==> src/rtl/melody_sequencer.sv <==
// Song-RAM driven melody sequencer feeding the square-wave tone generator.
// Optional MELODY_LOOP_EN: restart the song at address 0 on the end marker instead of stopping.
`timescale 1ns / 1ps

module melody_sequencer #(
  parameter int unsigned ADDR_W   = 6,
  parameter int unsigned TICK_DIV = 390625
) (
  input  logic              i_clk_25mhz,
  input  logic              i_resetn,
  input  logic              i_wr_en,
  input  logic [ADDR_W-1:0] i_wr_addr,
  input  logic [31:0]       i_wr_data,
  input  logic              i_start,
  input  logic              i_stop,
  output logic [23:0]       o_tone_half_period,
  output logic              o_tone_en,
  output logic              o_busy,
  output logic              o_done,
  output logic [ADDR_W-1:0] o_play_addr
);

  localparam int unsigned Depth = 2 ** ADDR_W;
  localparam int unsigned TickW = $clog2(TICK_DIV);
  localparam logic [TickW-1:0] TickMax = TickW'(TICK_DIV - 1);

  typedef enum logic [2:0] {StIdle, StFetch, StLoad, StPlay, StDone} state_e;

  state_e            r_state;
  state_e            w_state_d;
  logic [31:0]       r_mem [Depth];
  logic [31:0]       r_rd_data;
  logic [7:0]        w_rd_dur;
  logic [23:0]       w_rd_hp;
  logic [ADDR_W-1:0] r_play_addr;
  logic [TickW-1:0]  r_tick;
  logic [7:0]        r_dur;
  logic [23:0]       r_hp;
  logic              r_en;
  logic              r_done;
  logic              w_restart;
  logic              w_busy;

  // Read port is unconditional; the word for r_play_addr is valid in LOAD.
  always_ff @(posedge i_clk_25mhz) begin
    if (i_wr_en) begin
      r_mem[i_wr_addr] <= i_wr_data;
    end
    r_rd_data <= r_mem[r_play_addr];
  end

  assign w_rd_dur = r_rd_data[31:24];
  assign w_rd_hp  = r_rd_data[23:0];

  always_ff @(posedge i_clk_25mhz) begin
    if (!i_resetn) begin
      r_state <= StIdle;
    end else begin
      r_state <= w_state_d;
    end
  end

  always_comb begin
    w_state_d = r_state;
    w_restart = 1'b0;
    case (r_state)
      StIdle:  if (i_start && !i_stop) w_state_d = StFetch;
      StFetch: w_state_d = StLoad;
      StLoad: begin
        if (w_rd_dur == 8'd0) begin
`ifdef MELODY_LOOP_EN
          // An end marker at address 0 means an empty song: stop instead of spinning.
          if (r_play_addr != '0) begin
            w_state_d = StFetch;
            w_restart = 1'b1;
          end else begin
            w_state_d = StDone;
          end
`else
          w_state_d = StDone;
`endif
        end else begin
          w_state_d = StPlay;
        end
      end
      StPlay:  if (r_tick == '0 && r_dur == 8'd1) w_state_d = StFetch;
      StDone:  w_state_d = StIdle;
      default: w_state_d = StIdle;
    endcase
    // DONE is already the terminating cycle, so a stop there must not pulse done twice.
    if (i_stop && r_state != StIdle && r_state != StDone) begin
      w_state_d = StDone;
      w_restart = 1'b0;
    end
  end

  always_comb begin
    w_busy = (r_state != StIdle);
  end

  always_ff @(posedge i_clk_25mhz) begin
    if (!i_resetn) begin
      r_play_addr <= '0;
      r_tick      <= '0;
      r_dur       <= 8'd0;
      r_hp        <= 24'd0;
      r_en        <= 1'b0;
      r_done      <= 1'b0;
    end else begin
      r_done <= (w_state_d == StDone) || w_restart;
      case (r_state)
        StIdle: begin
          if (w_state_d == StFetch) r_play_addr <= '0;
        end
        StLoad: begin
          if (w_state_d == StPlay) begin
            r_hp   <= w_rd_hp;
            r_en   <= (w_rd_hp != 24'd0);
            r_dur  <= w_rd_dur;
            r_tick <= TickMax;
          end else if (w_restart) begin
            r_play_addr <= '0;
          end
        end
        StPlay: begin
          if (w_state_d != StDone) begin
            if (r_tick == '0) begin
              r_tick <= TickMax;
              r_dur  <= r_dur - 8'd1;
            end else begin
              r_tick <= r_tick - 1'b1;
            end
            // Natural overflow gives the 2**ADDR_W-1 -> 0 wrap.
            if (w_state_d == StFetch) r_play_addr <= r_play_addr + 1'b1;
          end
        end
        default: ;
      endcase
      if (w_state_d == StDone) begin
        r_hp <= 24'd0;
        r_en <= 1'b0;
      end
    end
  end

  assign o_tone_half_period = r_hp;
  assign o_tone_en          = r_en;
  assign o_busy             = w_busy;
  assign o_done             = r_done;
  assign o_play_addr        = r_play_addr;

endmodule

==> config.mk <==
export PLATFORM = sky130hd
export DESIGN_NAME = melody_sequencer
export DESIGN_NICKNAME = d
export VERILOG_FILES = /design/src/rtl/melody_sequencer.sv
export SDC_FILE = /design/constraint.sdc
export NUM_CORES = 2
export LEC_CHECK = 0
export ABC_AREA = 1
export BUFFER_PORTS_ARGS = -buffer_cell sky130_fd_sc_hd__buf_4
export CAP_MARGIN = 15
export CORE_UTILIZATION = 48
export DETAILED_ROUTE_END_ITERATION = 10
export MAX_ROUTING_LAYER = met4
export PLACE_DENSITY = 0.65
export SETUP_SLACK_MARGIN = 0.5
export SLEW_MARGIN = 20
export SYNTH_ARGS = -nofsm -noshare
export SYNTH_HDL_FRONTEND = slang
export SYNTH_SLANG_ARGS = --single-unit
export TNS_END_PERCENT = 5
==> constraint.sdc <==
create_clock -name i_clk_25mhz -period 5.45 [get_ports i_clk_25mhz]
set_input_delay 0.8175 -clock i_clk_25mhz [delete_from_list [all_inputs] [get_ports i_clk_25mhz]]
set_output_delay 0.8175 -clock i_clk_25mhz [all_outputs]
set_load 0.01 [all_outputs]
Word-level counts from Yosys, hierarchy flattened
Memories as Yosys holds them, arrays and structs flattened. A register that Yosys moved wholly into a read port is not among the register bits.
Cells that the tools add are included.

cells by class
  muxes and demuxes = 19
  $add $sub $neg = 3
  eq/ne operators = 14
  reduce and logical (&&, ||, !) cells = 17
  bitwise logic cells = 1

operators by type and width
  operator                 count
  $mux W19                 3
  $pmux W19 S2             1
  $mux W8                  3
  $reduce_bool A24 Y1      1
  $logic_not A19 Y1        1
  $sub A19 B1 Y19 const B  1
  $mux W6                  3
  $pmux W8 S2              1
  $mux W3                  4
  $pmux W3 S4              1
  $pmux W6 S2              1
  $ne A2 B2 Y1 const B     5
  $eq A3 B2 Y1 const B     3
  $eq A8 B1 Y1 const B     1
  $logic_not A8 Y1         1
  $reduce_and A4 Y1        2
  $sub A8 B1 Y8 const B    1
  $add A6 B1 Y6 const B    1
  $eq A3 B1 Y1 const B     2
  $ne A3 B3 Y1 const B     2
  $logic_and A1 B1 Y1      4
  $reduce_bool A2 Y1       2
  $eq A3 B3 Y1 const B     1
  $logic_not A3 Y1         1
  other kinds (7)          8

storage, ports and cells
  word-level logic and storage cells = 62
  register bits after elaboration = 62
  output and inout bits = 33
  bits in writable memories = 2,048
  memories = 1

memory list
  memory  depth  bits a word  read ports  clocked after memory_dff  write ports  line  text
  r_mem   64     32           1           1                         1            31    logic [31:0] r_mem [Depth];

Logic depth before layout (Yosys ltp)
  depth in word-level cells = 9
  mapped depth = 14
  gate-level depth less buffers = 11

Worst setup path after synthesis
Ideal clock, no wire load.

  path type = input to register
  from = input i_wr_en
  to = memory r_mem[48][0], enable pin
  slack = 0.503 ns
  path buffers = 1
  required time = 4.948 ns
  cell stages on the path = 3
  arrival time = 4.445 ns
  cell sequence = clkbuf_1 > nand4_1 > nor4_1

between the ends
  cells in the longest elaborated chain, start to end = 2

ends and longest elaborated chain
  what                           line  text
  start: declaration             11    input logic i_wr_en,
  $mux W1                        46    if (i_wr_en) begin
  $mux W1 (not written as such)  47    r_mem[i_wr_addr] <= i_wr_data;
  end: declaration               31

Every way passes these cells.

Final worst setup path
  from = register r_play_addr[0], in the netlist o_play_addr[0]
  to = output o_play_addr[0]

RTL lines
  what                      line  text
  start: declaration        35    logic [ADDR_W-1:0] r_play_addr;
  start signal: assignment  134   if (w_state_d == StFetch) r_play_addr <= r_play_addr + 1'b1;
  end: declaration          20    output logic [ADDR_W-1:0] o_play_addr

No word-level cell between the ends.

==> results by group <==
Timing
  • Max Clk Rate: 279 MHz
  • Final Hold Vio Count: 0
  • Worst slew pin tran: 1.23 ns
  • Final worst clock skew: 0.0311 ns
  • Period utilization: 65.8%
  • Final setup violation count: 0
  • Final min period: 3.59 ns
  • Pins Over Slew Limit: 0
  • RSZ-0062 raised after global routing: false
  • Final WS setup: 1.86 ns
  • Slew margin rel.: 17.8%
  • Setup TNS: 0 ns

Critical path
  • Critical Path Max Stage Delay: 0.88 ns
  • CP Data Arrival Time: 2.77 ns
  • Worst path slowest cell: buf_4
  • Critical path class: flop to primary output
  • Crit path max-delay family: buffers and inverters
  • CP max FO: 99
  • Worst-case reg-to-reg path depth: 7
  • Worst-path cell chain: buf_4 -> buf_4
  • Worst Path Buf+Inv: 2
  • Worst setup SP type: flop
  • R2R Setup Slk: 1.90 ns
  • WP depth: 2
  • CP endpoint kind: primary output
  • Worst path required time: 4.63 ns
  • Most Frequent Cell on Critical Path: buf_4

Clock network
  • CTS tree: built
  • Post-cts hold buffer count: 0
  • Clock sink count: 2,142
  • Worst-path clk slew: 0.07 ns
  • Post-CTS Setup Bufs: 0
  • Resized Gates After CTS: 0
  • Clock buffer depth: 3
  • CTS Buf Count: 211
  • Clk Latency, worst-skew pair: 0.87 ns
  • Root buffer cell: clkbuf_16
  • Number of H-tree levels: 4

Synth
  • Ys async rst share: 0%
  • Largest family of logic cells by synthesized area: compound AO/OA/AOI/OAI gates
  • Area contributors post-synth: edfxtp_1 (73%), nor2_1 (6.4%), o21ai_0 (5.6%), o211ai_1 (2.3%), dfxtp_1 (2.2%)
  • Syn_area_per_cell: 12.6 um^2
  • Post-synth top area share: 72.7%
  • Synth area leader: edfxtp_1
  • Main flop type after synthesis: edfxtp_1
  • Synth Area in Adders: 0.0592%
  • Post-Syn Instances: 6,718
  • Yosys warning count: 0
  • Mux contribution to synthesized area: 0%
  • Synthesized area: 84,600 um^2
  • XOR/XNOR Fraction of Synth Area: 0.104%
  • Complex-gate fraction of the synthesized area: 11.0%
  • Most numerous cell in the Yosys netlist: edfxtp_1
  • Yosys reg bits: 2,142
  • Netlist cell types: 35
  • Post-synth EDFFs: 2,048
  • Commonest cells in the netlist: edfxtp_1 (2,048), nor2_1 (1,445), o21ai_0 (943), nand2_1 (483), nand3_1 (310)
  • Sequential fraction of the synthesis area: 75.0%
  • Post-Synth Simple-Gate Area: 11.0%
  • Synth Net Count: 6,765

Drt
  • Vias per Instance: 5.99
  • Routed len/inst: 26.3 um
  • Final antenna-violating net count: 0
  • DRC viols: 0
  • Vias: 55,100
  • First-pass iteration count of the detailed router: 6
  • Wirelength, routed: 242,000 um
  • Initial DRC Count: 8,777

Pwr
  • Pwr Density: 409 nW/um^2
  • Net switching power: 0.0109 W
  • Gate power share: 15.8%
  • Total power: 0.0386 W
  • Internal power: 0.0277 W
  • Share of power burned in the clock network: 36.2%
  • Peak supply drop: 0.319 mV
  • Sw frac: 28.2%
  • P_leak: 30.7 nW
  • Sequential power share: 48.0%

Placement
  • Pre-CTS worst setup slack: 1.53 ns
  • Port bufs: 75
  • Final HPWL from detailed placement: 131,000 um
  • Placer Congestion: 0.883

Finish
  • Share of post-route cells with drive strength above 1: 8.49%
  • Filler Cells Inserted: 14,100
  • P&R area growth vs syn: 11.6%
  • End-of-flow core utilization: 54.1%
  • Final #Nets: 6,721

Global route
  • GRT Residual Overflow: 0
  • First-pass GRT wire length: 349,000 um
  • GR Util All Layers: 27.5%
  • Largest net degree at the start of global routing: 189
  • Initial antenna violation count: 15
  • Number of global-route vias before repair: 50,600

Die
  • Die area: 178,000 um^2
  • Initial core utilization: 48.5%
  • Cell Rows: 153
  • Chip height: 422 um
  • Io pins: 76
  • CORE AREA: 174,000 um^2
  • Die W: 422 um

Worst hold path
  • Min-Delay Path Depth: 1
  • Hold WC Path Type: input pin to flop

Status
  • Status: finished, final reports clean

Run
  • Max-Cap Viols: 0
==> per-layer routing <==
| metal | vias up | wire length (um) | global-route usage [%] |
|---|---|---|---|
| li1 | 24400 | - | - |
| met1 | 27300 | 97400 | 38.8 |
| met2 | 2980 | 110000 | 40.2 |
| met3 | 373 | 26300 | 5.10 |
| met4 | 0 | 8730 | 9.56 |
| met5 | - | 0 | - |
==> power by group through the flow <==
stage          Sequential (W)  Combinational (W)  Clock (W)
6_report               0.0186            0.00610     0.0140
5_1_grt                0.0186            0.00665     0.0147
4_1_cts                0.0186            0.00602     0.0141
3_5_place_dp           0.0189            0.00599          0
3_3_place_gp           0.0189            0.00590          0
2_1_floorplan          0.0188            0.00394          0
==> per-stage QoR <==
step	area, um^2	cells	hold slack [ns]
2_1_floorplan	84600	6718	0.440
3_3_place_gp	87500	8775	0.442
3_5_place_dp	87600	8780	0.441
4_1_cts	94200	9175	0.225
5_1_grt	94400	9188	0.261
6_report	94400	9190	0.269
==> placed cells by master, fill, tap and decap left out, types with 10 or more instances in the layout <==
cell type / netlist / layout
clkinv_1: 0 / 41
or2_2: 13 / 13
nand4_1: 17 / 17
clkinv_2: 0 / 46
nor2_4: 0 / 57
bufinv_16: 0 / 10
o22ai_1: 160 / 160
inv_1: 107 / 104
buf_4: 31 / 163
nand3_1: 310 / 309
nand2_1: 483 / 483
o21ai_1: 143 / 143
nor2_1: 1445 / 1388
clkbuf_1: 280 / 62
clkbuf_16: 0 / 215
nand3b_1: 14 / 14
dfxtp_1: 94 / 89
o211ai_1: 256 / 256
o21ai_0: 943 / 943
edfxtp_1: 2048 / 2048
a21oi_1: 172 / 172
buf_12: 0 / 27
==> layout make-up <==
class                   count  area (um^2)  share of cell area [%]
inverters                 114          457                   0.484
multi-input cells        4013        19200                    20.3
repair buffers            192         1820                    1.93
diodes                      9         22.5                  0.0239
well taps                2325         2910                    3.08
clock inverters           113          881                   0.934
flip-flops and latches   2142        63400                    67.2
clock buffers             282         5680                    6.02
==> flip-flops by register name, summed over array words and instances, names as in the netlist, 3 cells and up <==
register,flops
o_tone_half_period,24
o_play_addr,6
r_state,3
r_tick,19
r_dur,8
r_rd_data,32
r_mem,2048
==> path summary, 6_finish.rpt <==
path                                                     startpoint                             endpoint
worst min-delay path                                  i_wr_data[17]              r_mem[49][17]$_DFFE_PP_
worst max-delay path                    o_play_addr[0]$_SDFFE_PN0P_                       o_play_addr[0]
worst min register to register  o_tone_half_period[22]$_SDFFE_PP0P_  o_tone_half_period[22]$_SDFFE_PP0P_
worst max register to register          o_play_addr[1]$_SDFFE_PN0P_                r_rd_data[29]$_DFF_P_
==> cells by family after synthesis <==
logic type               Yosys count
flip-flops                      2142
buffers and inverters            563
AO/OA/AOI/OAI                   1686
XOR/XNOR                          10
adder cells (fa/ha/maj)            4
AND/OR/NAND/NOR                 2313
Note: power is estimated with default switching activity, not from simulation.
